$ cat src/rtl/axis_pkt_fifo.sv
// AXI4-Stream FIFO carrying tdata/tkeep/tlast, with occupancy and packet counters.
// PKT_MODE=1 holds beats back until a complete packet (or a full FIFO) is stored.
module axis_pkt_fifo #(
    parameter int DATA_W   = 128,
    parameter int DEPTH    = 16,
    parameter int PKT_MODE = 0
) (
    input  logic                   ap_clk,
    input  logic                   ap_rst_n,
    input  logic                   s_tvalid,
    output logic                   s_tready,
    input  logic [DATA_W-1:0]      s_tdata,
    input  logic [DATA_W/8-1:0]    s_tkeep,
    input  logic                   s_tlast,
    output logic                   m_tvalid,
    input  logic                   m_tready,
    output logic [DATA_W-1:0]      m_tdata,
    output logic [DATA_W/8-1:0]    m_tkeep,
    output logic                   m_tlast,
    output logic [$clog2(DEPTH):0] fill_level,
    output logic [$clog2(DEPTH):0] pkt_count
);

    localparam int PTR_W  = $clog2(DEPTH);
    localparam int CNT_W  = PTR_W + 1;
    localparam int KEEP_W = DATA_W / 8;
    localparam logic [CNT_W-1:0] FULL_LVL = CNT_W'(DEPTH);

    typedef struct packed {
        logic [DATA_W-1:0] data;
        logic [KEEP_W-1:0] keep;
        logic              last;
    } beat_t;

    beat_t            mem_q [DEPTH];
    beat_t            head;
    logic [PTR_W-1:0] wr_ptr_q, wr_ptr_d;
    logic [PTR_W-1:0] rd_ptr_q, rd_ptr_d;
    logic [CNT_W-1:0] fill_q, fill_d;
    logic [CNT_W-1:0] pkt_q, pkt_d;
    logic             s_ready_q;
    logic             m_valid;
    logic             push;
    logic             pop;

    assign head = mem_q[rd_ptr_q];
    assign push = s_tvalid && s_ready_q;
    assign pop  = m_valid && m_tready;

    // In packet mode a full FIFO releases anyway, so a packet longer than DEPTH cannot deadlock.
    always_comb begin
        m_valid = (fill_q != '0);
        if (PKT_MODE != 0) begin
            m_valid = m_valid && ((pkt_q != '0) || (fill_q == FULL_LVL));
        end
    end

    always_comb begin
        // NOTE: every variable gets a default first so no path leaves one unassigned (no latch).
        wr_ptr_d = wr_ptr_q;
        rd_ptr_d = rd_ptr_q;
        fill_d   = fill_q;
        pkt_d    = pkt_q;
        if (push) wr_ptr_d = wr_ptr_q + PTR_W'(1);
        if (pop)  rd_ptr_d = rd_ptr_q + PTR_W'(1);
        case ({push, pop})
            2'b10:   fill_d = fill_q + CNT_W'(1);
            2'b01:   fill_d = fill_q - CNT_W'(1);
            default: fill_d = fill_q;
        endcase
        case ({push && s_tlast, pop && head.last})
            2'b10:   pkt_d = pkt_q + CNT_W'(1);
            2'b01:   pkt_d = pkt_q - CNT_W'(1);
            default: pkt_d = pkt_q;
        endcase
    end

    always_ff @(posedge ap_clk or negedge ap_rst_n) begin
        if (!ap_rst_n) begin
            wr_ptr_q  <= '0;
            rd_ptr_q  <= '0;
            fill_q    <= '0;
            pkt_q     <= '0;
            s_ready_q <= 1'b0;
        end else begin
            // NOTE: sequential state uses non-blocking assignments so every flop samples pre-edge values.
            wr_ptr_q  <= wr_ptr_d;
            rd_ptr_q  <= rd_ptr_d;
            fill_q    <= fill_d;
            pkt_q     <= pkt_d;
            s_ready_q <= (fill_d < FULL_LVL);
        end
    end

    // NOTE: storage is deliberately not reset; fill_q alone decides which entries are meaningful.
    always_ff @(posedge ap_clk) begin
        if (push) begin
            mem_q[wr_ptr_q] <= '{data: s_tdata, keep: s_tkeep, last: s_tlast};
        end
    end

    // The head entry cannot be overwritten while presented: writes only land on it when empty.
    assign s_tready   = s_ready_q;
    assign m_tvalid   = m_valid;
    assign m_tdata    = m_valid ? head.data : '0;
    assign m_tkeep    = m_valid ? head.keep : '0;
    assign m_tlast    = m_valid && head.last;
    assign fill_level = fill_q;
    assign pkt_count  = pkt_q;

endmodule

$ cat config.mk
export PLATFORM = sky130hd
export DESIGN_NAME = axis_pkt_fifo
export DESIGN_NICKNAME = d
export VERILOG_FILES = /design/src/rtl/axis_pkt_fifo.sv
export SDC_FILE = /design/constraint.sdc
export NUM_CORES = 2
export LEC_CHECK = 0
export CAP_MARGIN = 20
export CORE_ASPECT_RATIO = 0.7
export CORE_MARGIN = 2
export CORE_UTILIZATION = 40
export DETAILED_ROUTE_END_ITERATION = 7
export PLACE_DENSITY_LB_ADDON = 0.2
export SLEW_MARGIN = 10
export SYNTH_ARGS = -nofsm -noshare
export SYNTH_HDL_FRONTEND = slang
export SYNTH_SLANG_ARGS = --single-unit
export TNS_END_PERCENT = 10
$ cat constraint.sdc
create_clock -name ap_clk -period 11.5 [get_ports ap_clk]
set_input_delay 1.15 -clock ap_clk [delete_from_list [all_inputs] [get_ports ap_clk]]
set_output_delay 1.15 -clock ap_clk [all_outputs]
set_load 0.02 [all_outputs]
Word-level counts from Yosys, hierarchy flattened
Memories as Yosys holds them, arrays and structs flattened.
Cells that the tools add are included.
Storage, ports and cells
  word-level logic and storage cells: 30
  output and inout port bits: 157
  RAM bits: 2320
  memories: 1
  register bits after elaboration: 19
Memories
  mem_q: words 16, bits a word 145, rd ports 1, clocked after Yosys merged registers in 0, write ports 1, RTL line 35  | beat_t mem_q [DEPTH];
Cells by class
  eq/ne operators: 4
  multiplexer cells: 6
  $add $sub $neg: 6
  reductions and logical operators: 7
  magnitude comparators: 1
Operator list (count)
  128-bit 2-to-1 mux: 1
  5-bit one-hot mux with 2 select lines: 2
  16-bit 2-to-1 mux: 1
  5-bit by 1-bit adder with 5-bit output, second input constant: 2
  5-bit by 1-bit subtractor with 5-bit output, second input constant: 2
  4-bit by 1-bit adder with 4-bit output, second input constant: 2
  1-bit logical AND: 5
  5-bit < comparator, second input constant: 1
  5-bit nonzero test: 1
  2-bit by 1-bit == test with 1-bit output, second input constant: 2
  2-bit == test, second input constant: 2
  1-bit 2-to-1 mux: 2
  2-bit nonzero test: 1

Longest topological paths before layout
  word-level depth: 5
  gate-level depth with buffers: 17

Least setup slack after synthesis
Ideal clock, no wire load.
  kind: input -> register
  start: input s_tvalid
  end: memory mem_q[10][0] in the netlist's numbering (enable)
  path slack: 6.019 ns
  buffers on the path: 0
  required time: 10.979 ns
  arrival: 4.959 ns
  cell stages on the path: 3
  cells stage by stage: nand2_1 -> nor3b_1 -> and2_1
On the way
  cells in the longest elaborated chain, start to end: 3
RTL lines
  start, declared: RTL line 10  | input logic s_tvalid,
  1-bit logical AND: RTL line 47  | assign push = s_tvalid && s_ready_q;
  1-bit 2-to-1 mux: RTL line 97  | if (push) begin
  1-bit 2-to-1 mux (implied by the code): RTL line 98  | mem_q[wr_ptr_q] <= '{data: s_tdata, keep: s_tkeep, last: s_tlast};
  end, declared: RTL line 35
Every way passes these cells.

Worst setup path after layout
  start: register rd_ptr_q[0]
  end: output m_tdata[42]
On the way
  cells in the longest elaborated chain, start to end: 2
RTL lines
  start, declared: RTL line 38  | logic [PTR_W-1:0] rd_ptr_q, rd_ptr_d;
  start signal, assigned: RTL line 88  | rd_ptr_q <= rd_ptr_d;
  memory read 16 x 145 bit
  128-bit 2-to-1 mux: RTL line 105  | assign m_tdata = m_valid ? head.data : '0;
  end, declared: RTL line 17  | output logic [DATA_W-1:0] m_tdata,
Every way passes these cells.

==> impl_metrics.toml <==
[global_route]
grt_usage = 0.204
grt_overflow = 0
grt_max_degree = 128
antenna_found_initial = 38
grt_pass1_vias = 45900
grt_pass1_wl_um = 344000

[power]
max-vdd-ir-drop_mv = 0.328
power_density_mw_per_mm2 = 253
total_power_w = 0.0265
p_leak_nw = 33.2

[layout]
final_area_mm2 = 0.104
fillCellCount = 18900
finish.utilization = 0.461
nets = 5113
area_growth_pct = 14.6
final_layout_size_suffix_gt1_frac = 0.179

[clock_tree]
clkLatencyLatePin_ns = 0.88
cts_buffer_depth = 4
clkSlewWorstSetupHoldPaths_ns = 0.06
root_buffer = "clkbuf_16"
cts_max_level = 4
cts_resized = 0
numCtsBuffers = 230
tritoncts = "yes"
cts.sinks = 2339
ctsHoldBuffers = 0
post_cts_buffers = 0

[drt]
wl_um = 240000
num_vias = 46100
remaining_drc_errors = 0
drt_iter0_drc = 4733
ant_nets = 0
via_per_inst = 5.65
dr.pass1.iters = 7
wl_per_cell_um = 29.4

[critical_path]
crit_arrival_ns = 6.38
worstReg2RegEnd = "pkt_count[4]"
reg2regPathDepth = 13
r2r_slack_ns = 5.96
path_class = "register to primary output"
crit_required_ns = 10.35
cp_max_fo = 72
cp-end-kind = "primary output"
crit_path_start_kind = "register"
reg2reg_from = "rd_ptr_q[2]"

[floorplan]
ios = 306
chipWidth_um = 575
dieArea_mm2 = 0.232
initial_core_util = 0.403
core_mm2 = 0.226
dieHeight_um = 403
placementRows = 146

[timing]
rsz0062_at_grt = "no"
fin_crit_ns = 7.53
hold_viol = 0
setup_viol = 0
finalSetupTns_ns = 0
fmax_mhz = 133
period_share = 0.655
finalWorstSetupSlack_ns = 3.97
clock_skew_ns = 0.0567
slew-limit-headroom = 0.255
tightest_slew_ns = 1.12
slew_viol_final = 0

[yosys]
synthTopCellsByArea = "edfxtp_1, mux4_2, mux2i_1, mux2_2, a22oi_1"
avgSynthCellArea_um2 = 19.8
synth_seq_area_share = 0.770
synthTopCellsByCount = "edfxtp_1, mux2i_1, mux2_2, a22oi_1, mux4_2"
syn_area_mm2 = 0.0911
synth-edff-count = 2320
yosysMostFrequentCell = "edfxtp_1"
netlist_instances = 4611
synth_top_area_frac = 0.764
synthFlopType = "edfxtp_1"
yosysTopAreaCell = "edfxtp_1"
syn-num-nets = 4773
synth_seq_cells = 2339
yosysUniqueCellTypes = 50
yosys_warnings = 0
synthArstFlopShare = 0.00812

[min_path]
hold_depth = 1
hold_class = "register to register"
worstHoldStart = "pkt_count[4]"
hold-path-endpoint = "pkt_count[4]"

[place]
dpl_worst_slack_ns = 4.86
io_buffer_count = 305
place_area_mm2 = 0.0972
hpwl_um = 119000
gp_congestion = 0.727

[job]
drv_cap = 0

[outcome]
status = "finished, final reports clean"
## critical path, stage by stage, from the launching register on
cell and delay (ns):
dfrtp_4 1.02, buf_4 0.72, buf_4 0.80, buf_4 0.78, mux2_2 0.32, o22ai_1 0.08, or4_1 0.52, a21oi_1 0.30
clkdlybuf4s50_1 0.67
## sequential cells by signal (all words and copies together) (netlist names), named ones only
register	cells
mem_q	2320
pkt_count	5
fill_level	4
rd_ptr_q	4
wr_ptr_q	4
s_tready	1
## cell usage in the layout (no fill, tap or decap), types with 10 or more instances in the layout
cell type,n
a211oi_1,200
a21oi_1,94
a22oi_1,227
and2_4,14
buf_4,81
bufinv_16,20
clkbuf_1,48
clkbuf_16,231
clkdlybuf4s50_1,305
clkinv_1,51
clkinv_2,38
dfrtp_1,15
edfxtp_1,2320
ha_1,13
mux2_2,274
mux2i_1,429
mux4_2,210
nand3_1,98
nor2b_1,103
o21ai_0,31
o21ai_1,19
o22ai_1,92
or4_1,91
xnor2_1,10
## metrics by stage
step	instances	hold WS, ns
detailed placement	7752	0.468
global placement	7752	0.460
global route	8160	0.492
CTS	8156	0.476
floorplan	4611	0.482
finish	8163	0.473
## metal layers
metal,up-vias,global-route usage,wire [um]
met3,364,0.0364,15000
met2,1393,0.314,109000
met5,-,0,195
met1,24600,0.305,111000
li1,19800,-,-
met4,32,0.0424,4700
## cells by family after synthesis
| logic type | count (synthesis) | synth area share |
|---|---|---|
| DFF | 2339 | 0.770 |
| muxes | 916 | 0.133 |
| AOI/OAI and AO/OA | 678 | 0.0507 |
| and+or+nand+nor | 353 | 0.0240 |
| buffers and inverters | 294 | 0.0189 |
| xor gates and xnor gates | 18 | 0.00173 |
| adders and majority gates | 13 | 0.00178 |
## final cells by class
type / count / area [um^2] / share of cell area
sequential: 2339 / 70200 / 0.672
multi-input combinational: 1978 / 19400 / 0.186
clock buffer: 279 / 5960 / 0.0571
timing repair buffer: 395 / 3850 / 0.0369
tap: 3034 / 3800 / 0.0364
clock inverter: 125 / 1190 / 0.0114
inverter: 7 / 26.3 / 0.000252
antenna: 6 / 15.0 / 0.000144
## how the worst max path moves through the flow
stage | start | to | slack, ns | cells after the start
finish | rd_ptr_q[0] | m_tdata[42] | 3.97 | 8
detailed placement | rd_ptr_q[0] | m_tdata[42] | 4.86 | 8
global placement | rd_ptr_q[0] | m_tdata[42] | 4.91 | 8
CTS | rd_ptr_q[0] | m_tdata[42] | 3.90 | 8
floorplan | s_tvalid | mem_q[10][0] | 6.02 | 3
global route | rd_ptr_q[0] | m_tdata[45] | 3.65 | 8
## where the power goes
group / internal [W] / switching [W]
Clock: 0.00412 / 0.00317
Combinational: 0.00354 / 0.00541
Sequential: 0.00993 / 0.000284
Total: 0.0176 / 0.00886
Power figures use the tool's default switching activity.
